### config.mk
export PLATFORM = sky130hd
export DESIGN_NAME = div_stall_unit
export DESIGN_NICKNAME = d
export VERILOG_FILES = /design/src/rtl/div_stall_unit.sv
export SDC_FILE = /design/constraint.sdc
export NUM_CORES = 1
export LEC_CHECK = 0
export CAP_MARGIN = 0
export CORE_MARGIN = 2
export CORE_UTILIZATION = 57
export CTS_CLUSTER_DIAMETER = 120
export DETAILED_ROUTE_END_ITERATION = 10
export HOLD_SLACK_MARGIN = 0.03
export PLACE_DENSITY = 0.81
export SKIP_CTS_REPAIR_TIMING = 1
export SLEW_MARGIN = 40
export SYNTH_ARGS = -nofsm -noshare
export SYNTH_HDL_FRONTEND = slang
export SYNTH_SLANG_ARGS = --single-unit
### constraint.sdc
create_clock -name clk -period 3.3 [get_ports clk]
set_input_delay 0.66 -clock clk [delete_from_list [all_inputs] [get_ports clk]]
set_output_delay 0.66 -clock clk [all_outputs]
set_load 0.01 [all_outputs]
### src/rtl/div_stall_unit.sv
// Multi-cycle restoring divider for DIV/DIVU in the E stage; stalls the pipeline while iterating.
// Optional macro DIV_ZERO_FAST_EN: a zero divisor skips the iterations and goes straight to DONE.
module div_stall_unit #(
  parameter int WIDTH = 32,
  parameter int CNT_W = 6
) (
  input  logic               clk,
  input  logic               rst,
  input  logic               startE,
  input  logic               signedE,
  input  logic               annulE,
  input  logic [WIDTH-1:0]   opaE,
  input  logic [WIDTH-1:0]   opbE,
  output logic               stall_divE,
  output logic               readyE,
  output logic [2*WIDTH-1:0] resultE
);

  localparam logic [1:0] IDLE = 2'd0;
  localparam logic [1:0] BUSY = 2'd1;
  localparam logic [1:0] DONE = 2'd2;

  logic [1:0]         state_q, state_d;
  logic [CNT_W-1:0]   cnt_q, cnt_d;
  logic [WIDTH-1:0]   rem_q, rem_d;
  logic [WIDTH-1:0]   quo_q, quo_d;
  logic [WIDTH-1:0]   dvs_q, dvs_d;
  logic               qneg_q, qneg_d;
  logic               rneg_q, rneg_d;
  logic [2*WIDTH-1:0] res_q, res_d;

  logic               sa, sb, ge;
  logic [WIDTH-1:0]   mag_a, mag_b, diff, quo_fix, rem_fix;
  logic [WIDTH:0]     shifted;

  always_comb begin
    state_d    = state_q;
    cnt_d      = cnt_q;
    rem_d      = rem_q;
    quo_d      = quo_q;
    dvs_d      = dvs_q;
    qneg_d     = qneg_q;
    rneg_d     = rneg_q;
    res_d      = res_q;
    stall_divE = 1'b0;
    readyE     = 1'b0;

    sa    = signedE & opaE[WIDTH-1];
    sb    = signedE & opbE[WIDTH-1];
    mag_a = sa ? -opaE : opaE;
    mag_b = sb ? -opbE : opbE;

    // quo_q doubles as the dividend shift register; its MSB feeds the partial remainder.
    shifted = {rem_q, quo_q[WIDTH-1]};
    ge      = shifted >= {1'b0, dvs_q};
    diff    = shifted[WIDTH-1:0] - dvs_q;

    quo_fix = qneg_q ? -quo_q : quo_q;
    rem_fix = rneg_q ? -rem_q : rem_q;

    case (state_q)
      IDLE: begin
        if (startE && !annulE) begin
          stall_divE = 1'b1;
          dvs_d      = mag_b;
          quo_d      = mag_a;
          rem_d      = '0;
          qneg_d     = sa ^ sb;
          rneg_d     = sa;
          cnt_d      = '0;
          state_d    = BUSY;
`ifdef DIV_ZERO_FAST_EN
          if (opbE == '0) begin
            quo_d   = '1;
            rem_d   = mag_a;
            state_d = DONE;
          end
`endif
        end
      end
      BUSY: begin
        if (annulE) begin
          state_d = IDLE;
        end else begin
          stall_divE = 1'b1;
          rem_d      = ge ? diff : shifted[WIDTH-1:0];
          quo_d      = {quo_q[WIDTH-2:0], ge};
          cnt_d      = cnt_q + 1'b1;
          if (cnt_q == CNT_W'(WIDTH - 1))
            state_d = DONE;
        end
      end
      DONE: begin
        // The issuing instruction is still in E here, so startE is deliberately ignored.
        state_d = IDLE;
        if (!annulE) begin
          readyE = 1'b1;
          res_d  = {rem_fix, quo_fix};
        end
      end
      default: state_d = IDLE;
    endcase

    resultE = readyE ? {rem_fix, quo_fix} : res_q;
  end

  always_ff @(posedge clk) begin
    if (rst) begin
      state_q <= IDLE;
      cnt_q   <= '0;
      rem_q   <= '0;
      quo_q   <= '0;
      dvs_q   <= '0;
      qneg_q  <= 1'b0;
      rneg_q  <= 1'b0;
      res_q   <= '0;
    end else begin
      state_q <= state_d;
      cnt_q   <= cnt_d;
      rem_q   <= rem_d;
      quo_q   <= quo_d;
      dvs_q   <= dvs_d;
      qneg_q  <= qneg_d;
      rneg_q  <= rneg_d;
      res_q   <= res_d;
    end
  end

endmodule

; Yosys cells after proc, flatten, opt, wreduce, memory -nomap -nowiden
; Index checks and enable logic that the tools add are counted.
[word_totals]
ff_bits = 170
input_bits = 69
out_inout_bits = 66
word_cells = 56
[classes]
addsub = 6
magnitude_cmp = 1
n_eq_ne = 6
muxes = 23
bitwise_logic = 4
n_reduce_logical = 8
[ops]
columns = cell, n
row1 = 32-bit 2-to-1 mux, 9
row2 = 32-bit negator, 4
row3 = 32-bit one-hot mux with 2 select lines, 2
row4 = 64-bit 2-to-1 mux, 1
row5 = 33-bit by 32-bit greater-or-equal comparator with 1-bit output, 1
row6 = 32-bit subtractor, 1
row7 = 6-bit 2-to-1 mux, 2
row8 = 6-bit one-hot mux with 2 select lines, 1
row9 = 6-bit by 1-bit adder with 6-bit output (second input constant), 1
row10 = 6-bit by 5-bit equality test with 1-bit output (second input constant), 1
row11 = 2-bit 2-to-1 mux, 3
row12 = 2-bit AND reduction, 3
row13 = 2-bit != test (second input constant), 2
row14 = 2-bit one-hot mux with 2 select lines, 1
row15 = 1-bit 2-to-1 mux, 3
row16 = 3-bit != test (second input constant), 1
row17 = 3-bit AND reduction, 1
row18 = 1-bit bitwise AND, 2
row19 = 2-bit by 1-bit equality test with 1-bit output (second input constant), 1
row20 = 2-bit equality test (second input constant), 1
row21 = 2-bit logical NOT, 1
row22 = 1-bit one-hot mux with 2 select lines, 1
row23 = 2-bit nonzero test, 1
row24 = 1-bit logical AND, 1
row25 = 3 further kinds, 3

; Logic depth before layout (Yosys ltp)
; Gate-level depths: netlist of the first run.
[logic_depth]
depth_word = 4
ltp_mapped = 12
depth_no_buf = 12

; Worst setup path before layout of the first run
; No wires, ideal clock.
[synth_timing]
path_type = flip-flop to output port
from = reg rem_q[2]
to = out resultE[61]
arrival_time_ns = 2.539
required_ns = 2.640
path_slack_ns = 0.101
path_stages_with_launch = 10
n_path_buf = 2
cell_sequence = dfxtp_1 > buf_2 > nor4_1 > nand3_1 > or4b_1 > clkbuf_1 > o41ai_2 > nand2_1 > xnor2_1 > o21ai_0
[synth_via]
elab_chain_cells = 3
[synth_rtl]
columns = item, line
row1 = start: declaration, 25  ; logic [WIDTH-1:0] rem_q, rem_d;
row2 = start signal: assignment, 120  ; rem_q <= rem_d;
row3 = 32-bit negator, 59  ; rem_fix = rneg_q ? -rem_q : rem_q;
row4 = 32-bit 2-to-1 mux, 59
row5 = 64-bit 2-to-1 mux, 104  ; resultE = readyE ? {rem_fix, quo_fix} : res_q;
row6 = end: declaration, 16  ; output logic [2*WIDTH-1:0] resultE
; Every way passes these cells.

; Worst setup path after layout of the first run
[layout_timing]
from = reg rem_q[9]
to = out resultE[63]
; Same word-level chain as after synthesis.

==> results of run 1 <==
==> area by class of cell <==
type | instances | area share (%)
Clock buffer | 19 | 3.14
Clock inverter | 13 | 1.07
Inverter | 53 | 1.38
Multi-Input combinational cell | 1117 | 52.4
Sequential cell | 170 | 23.7
Tap cell | 260 | 2.26
Timing Repair Buffer | 258 | 16.1
==> report_power, final <==
part	switching, mW	internal, mW	total (mW)
Clock	0.915	1.18	2.09
Combinational	0.663	0.497	1.16
Sequential	0.0518	2.11	2.16
Total	1.63	3.79	5.42
==> critical path, stage by stage (launching register included) <==
cell and delay (ns):
dfxtp_2 0.33, or4_4 0.56, or4b_4 0.61, o41ai_4 0.34
buf_4 0.19, nand2_2 0.05, xnor2_1 0.15, o21ai_1 0.19
buf_2 0.17
==> final timing paths <==
check / endpoint / slack [ns] / cells after the start
setup / recovery: resultE[63] / -0.37 / 8
setup reg to reg: rem_q[3] / 0.16 / 10
hold / removal: dvs_q[31] / 0.47 / 2
hold reg to reg: dvs_q[31] / 0.47 / 2
==> cells in the final DEF, fill, tap and decap left out, drive strengths merged, types with 16 or more instances in the layout <==
cell and instances:
a211oi 49, a21oi 86, buf 151, clkbuf 23
clkdlybuf4s50 78, dfxtp 170, dlymetal6s2s 25, ha 37
inv 61, mux2i 24, nand2 174, nand3 22
nor2 130, nor2b 66, nor3 23, nor4 16
o21ai 134, o31ai 30, o41ai 18, or3 19
xnor2 48, xor2 90
==> metrics by stage <==
step	hold slack [ns]	power (mW)	cells
after floorplan	0.434	2.85	1433
after global placement	0.446	3.20	1847
after detailed placement	0.451	3.22	1847
after CTS	0.468	5.27	1879
after global routing	0.499	5.59	1890
final	0.471	5.42	1890
==> flip-flops by register name (all words and copies together) (netlist names) <==
name     count
rneg_q       1
qneg_q       1
state_q      2
rem_q       32
cnt_q        6
quo_q       32
res_q       64
dvs_q       32
==> logic make-up after synthesis <==
family,after synthesis
XOR/XNOR,138
AND/OR/NAND/NOR,517
multiplexers,33
buffers and inverters,146
AO/OA/AOI/OAI,391
flip-flops,170
adder cells (fa/ha/maj),38
==> synthesized netlist by cell type (30+ instances only) <==
cell type	instances
a211oi_1	49
a21oi_1	86
clkbuf_1	78
dfxtp_1	170
ha_1	37
inv_1	53
nand2_1	173
nor2_1	130
nor2b_1	66
o21ai_0	130
o31ai_1	30
xnor2_1	48
xor2_1	90
==> metal layers <==
layer  vias up  wire length (um)  share of wire [%]
li1       5460                 -                  -
met1      5438             14900                 42
met2       607             16100                 45
met3       105              3160                8.9
met4         0              1510                4.2
met5         -                 0                  0
==> results.md, run 1 <==
- Gp weighted congestion: approximately 0.95
- Slew headroom: 54.8%
- Dominant synthesized flop cell: dfxtp_1
- First-pass GRT wire length: just over 50 mm
- Post-synthesis sequential area ratio: between 30% and 40%
- Starting Density: roughly three fifths
- Worst hold path type: reg -> reg
- Initial antenna violation count: 0
- Port buffer count: about 130
- GR Util met2: a little under half
- Synth Area in Adders: under 10%
- Pre-CTS WS: -0.356 ns
- Final Util: between 70% and 80%
- Hold Startpoint: dvs_q[31]
- Crit start category: register
- Worst-path clk slew: approximately 0.060 ns
- Antenna diode count: 0
- WP data required: between 2 and 3 ns
- Final Setup Violations: 23
- Synth Area in XOR/XNOR: between 10% and 20%
- Vias in the first global route: around 10000
- Core area: 18800 um^2
- Met3 usage: 5.90%
- Clock root buffer: clkbuf_16
- Yosys warning total: 0
- TritonCTS clock tree: done
- Post-Synth Simple-Gate Area: between 20 and 25%
- Post-synth EDFFs: 0
- Max-cap violations: 0
- CP max FO: 4
- Antenna-violating nets left: 0
- Die Width: ~140 um
- Drt pass-1 iters: 6
- Worst EP arrival: 3.01 ns
- Global Route Usage Sum: around a third
- Leak pwr: 6.11 nW
- Placed Area: around 13000 um^2
- Sequential Area: around 3400 um^2
- FP Rows: 50
- Mapped cell area: about 11000 um^2
- Status: finished with violations
- Number of clock sinks: between 150 and 200
- Final Net Count: between 1500 and 2000
- Final worst slack: -0.371 ns
- Filler cell count: ~1300
- Yosys reg bits: 170
- Synth Net Count: 1540
- CP Class: reg -> out
- Crit path time final: about 3.7 ns
- Die H: 143 um
- VDD IR max: 0.000349 V
- Remaining global-route overflow: 0
- Cells after Synth: between 1000 and 1500
- Iteration-0 DRC count of the detailed router: ~1200
- Post-DP HPWL: about 24 mm
- Multi-input logic area: approximately 7600 um^2
- Setup_tns: -3.34 ns
- Clock buffer count from CTS: 17
- FF-to-FF Start: rem_q[22]
- Wire per inst: ~19 um
- Post-synth top area cell: dfxtp_1
- CTS H-tree depth: 4
- WL final: approximately 36 mm
- Worst-Margin Slew: around 0.67 ns
- PD cells: about 380 nW/um^2
- Slew Viols, Final: 0
- Largest net degree at the start of global routing: between 80 and 90
- Via count: approximately 12000
- Failing checks: setup timing
- DRC viols: 0
- CP endpoint kind: output pin
- Fin. Hold Viols: 0
- Synth Area in Compound Gates: about 22%
- Gr busiest metal: met2
- Worst setup startpoint: rem_q[9]
- Longest Clk Path Bufs: 2
- Final Cell Area: 14400 um^2
- M1 GR Usage: roughly 44%
- Clock skew: around 0.019 ns
- Fmax: ~270 MHz
- Post-synthesis mux area share: between 3 and 4%
- Synth top area share: around 31%
- Netlist cell types: 73
- # IOs: ~140
- Unrepaired setup endpoints after global routing: yes
- Fraction of layout cells with a size suffix above 1: 17.1%
- Vias per cell: 6.14
- Largest family of logic cells by synthesized area: simple AND/OR/NAND/NOR gates
- Synth top area cells: dfxtp_1 31%, xor2_1 7.2%, o21ai_0 5.9%
- Worst-skew pair later-pin latency: approximately 0.44 ns
- Area grow syn2layout: 30.8%
- Die ar.: between 20000 and 25000 um^2
- Syn Area/Cell: ~7.7 um^2
- Final cycle utilization of the critical path: 111%
- Ys async rst share: 0%
Power figures use the tool's default switching activity.
==> run 2, diff against run 1 <==
--- a/config.mk
+++ b/config.mk
@@ -6,12 +6,14 @@
 export NUM_CORES = 1
 export LEC_CHECK = 0
 export CAP_MARGIN = 0
+export CELL_PAD_IN_SITES_DETAIL_PLACEMENT = 0
+export CELL_PAD_IN_SITES_GLOBAL_PLACEMENT = 1
 export CORE_MARGIN = 2
-export CORE_UTILIZATION = 57
+export CORE_UTILIZATION = 42
 export CTS_CLUSTER_DIAMETER = 120
 export DETAILED_ROUTE_END_ITERATION = 10
 export HOLD_SLACK_MARGIN = 0.03
-export PLACE_DENSITY = 0.81
+export PLACE_DENSITY_LB_ADDON = 0.1
 export SKIP_CTS_REPAIR_TIMING = 1
 export SLEW_MARGIN = 40
 export SYNTH_ARGS = -nofsm -noshare
==> run 2 against run 1 <==
Compared with the run above:
- the flow still finishes with violations (setup timing)
- fmax about the same
- via count down 7.9%
- cell area up 1.2%
- clock power about the same
- sequential cell count unchanged
- sequential power about the same
- die area up 35%
- final cell count up 5.1%
- hold slack worse by 0.013 ns
- non-clock buffer count up 22
- clock skew down 0.0047 ns
- total power up 0.46%
- largest cell class unchanged
- largest power group unchanged
==> results.md, run 2 (synthesis results as in run 1) <==
- Status: finished with violations (unchanged)
- Failing checks: setup timing (unchanged)
- VDD IR max: 0.000349 V (about the same)
- Post-placement cell count: 1944 (was 1847)
- Worst hold path type: reg -> reg (unchanged)
- Vias in the first global route: 9656 (was 10000)
- Fmax: 273 MHz (was 272 MHz)
- CP Class: reg -> out (unchanged)
- Post-DP HPWL: 25.8 mm (was 24.1 mm)
- Die Width: 166 um (was 143 um)
- Die ar.: 27600 um^2 (was 20500 um^2)
- Final Setup Violations: 24 (was 23)
- Worst-skew pair later-pin latency: 0.43 ns (was 0.44 ns)
- Crit start category: register (unchanged)
- Clock skew: 0.0144 ns (was 0.0191 ns)
- Fin. Hold Viols: 0 (unchanged)
- Largest net degree at the start of global routing: 93 (was 85)
- Hold WS: 0.459 ns (was 0.471 ns)
- CTS H-tree depth: 4 (unchanged)
- Number of clock sinks: 170 (unchanged)
- Slew Viols, Final: 0 (unchanged)
- Die H: 166 um (was 143 um)
- Vias per cell: 5.38 (was 6.14)
- Sequential Area: 3410 um^2 (about the same)
- Leak pwr: 6.02 nW (was 6.11 nW)
- Most frequent cells in the layout: 171 x nand2_1, 164 x dfxtp_1, 136 x buf_4 (was 168 x nand2_1, 165 x dfxtp_1, 127 x nor2_1)
- Largest Register: res_q (unchanged)
- Slowest cell on the critical path: or4_4 (was or4b_4)
- WP data required: 2.64 ns (about the same)
- Crit path buf inv count: 2 (unchanged)
- CP max FO: 4 (unchanged)
- CP endpoint kind: output pin (unchanged)
- Multi-input logic area: 7490 um^2 (was 7550 um^2)
- TritonCTS clock tree: done (unchanged)
- Non-filler instance count after layout: 1986 (was 1890)
- Gp weighted congestion: 0.901 (was 0.953)
- Max-cap violations: 0 (unchanged)
- Reg2reg setup slack: 0.20 ns (was 0.16 ns)
- Number of flip-flops in the largest register: 64 (unchanged)
- FP Rows: 59 (was 50)
- Worst-Margin Slew: 0.724 ns (was 0.671 ns)
- Clock buffer count from CTS: 17 (unchanged)
- Drt pass-1 iters: 5 (was 6)
- Initial antenna violation count: 0 (unchanged)
- Slowest stage delay, CP: 0.60 ns (was 0.61 ns)
- Global Route Usage Sum: 23.4% (was 31.4%)
- Slew headroom: 51.7% (was 54.8%)
- Clock root buffer: clkbuf_16 (unchanged)
- Wire per inst: 16.9 um (was 18.8 um)
- Fraction of layout cells with a size suffix above 1: 18.3% (was 17.1%)
- Unrepaired setup endpoints after global routing: yes (unchanged)
- Antenna-violating nets left: 0 (unchanged)
- Final cycle utilization of the critical path: 111% (about the same)
- Via count: 10700 (was 11600)
- Iteration-0 DRC count of the detailed router: 962 (was 1188)
- Area grow syn2layout: 32.3% (was 30.8%)
- Filler cell count: 2465 (was 1307)
- Port buffer count: 134 (unchanged)
- # IOs: 135 (unchanged)
- Crit path time final: 3.67 ns (about the same)
- Final worst slack: -0.369 ns (was -0.371 ns)
- Final Net Count: 1746 (was 1724)
- Starting Density: 42.5% (was 58.5%)
- Core area: 25900 um^2 (was 18800 um^2)
- WL final: 33.6 mm (was 35.6 mm)
- DRC viols: 0 (unchanged)
- Worst-path clk slew: 0.07 ns (was 0.06 ns)
- Crit path top cell by count: or4_4
- Worst EP arrival: 3.01 ns (about the same)
- Commonest non-fill, non-tap cell in the layout: nand2_1 (unchanged)
- Remaining global-route overflow: 0 (unchanged)
- CP top delay family: simple AND/OR/NAND/NOR gates (unchanged)
- Antenna diode count: 0 (unchanged)
- Longest Clk Path Bufs: 2 (unchanged)
- Cell Chain, Critical Path: or4_4 -> or4_4 -> o41ai_4 -> buf_4 -> nand2_2 -> xor2_1 -> mux2_4 -> buf_6 (was or4_4 -> or4b_4 -> o41ai_4 -> buf_4 -> nand2_2 -> xnor2_1 -> o21ai_1 -> buf_2)
- PD cells: 373 nW/um^2 (was 376 nW/um^2)
- First-pass GRT wire length: 52.5 mm (was 51.2 mm)
==> run 2: final cells by class <==
cell class	instances	share of cell area [%]
clock buffer	17	2.92
timing repair buffer	280	16.8
clock inverter	14	1.25
multi-input combinational	1117	51.4
tap	335	2.87
sequential	170	23.4
inverter	53	1.36
==> run 2: routing by layer <==
layer,track usage [%],vias to the layer above,routed length (um)
met5,0,-,0
met1,36.9,4921,18000
met2,33.8,246,14000
met3,3.34,14,1470
li1,-,5507,-
met4,3.74,0,192
==> run 2: worst min-delay path: stages (launching register included) <==
cell,delay [ns]
dfxtp_1,0.31
nand2_1,0.05
a21oi_1,0.05
==> run 2: final timing paths <==
check                              endpoint      start  depth (start not counted)
worst max-delay path            resultE[62]  rem_q[17]                          8
worst min-delay path              dvs_q[31]  dvs_q[31]                          2
worst max register to register    rem_q[15]  rem_q[10]                         11
worst min register to register    dvs_q[31]  dvs_q[31]                          2
==> run 2: power by group <==
group          switching (mW)  internal [mW]  total [mW]
Clock                   0.912           1.21        2.12
Combinational           0.653          0.511        1.16
Sequential             0.0452           2.11        2.16
==> run 2: through the flow <==
| stage | power, mW | setup slack (ns) | util (%) | cell area, um^2 | setup TNS (ns) |
|---|---|---|---|---|---|
| after floorplan | 2.85 | 0.101 | - | 11000 | 0 |
| after global placement | 3.25 | -0.375 | 51.8 | 13400 | -4.77 |
| after detailed placement | 3.27 | -0.346 | 51.8 | 13400 | -6.00 |
| after CTS | 5.37 | -0.834 | 54.2 | 14000 | -22.48 |
| after global routing | 5.67 | -0.441 | 56.3 | 14600 | -5.60 |
| final | 5.44 | -0.369 | 56.3 | 14600 | -2.87 |
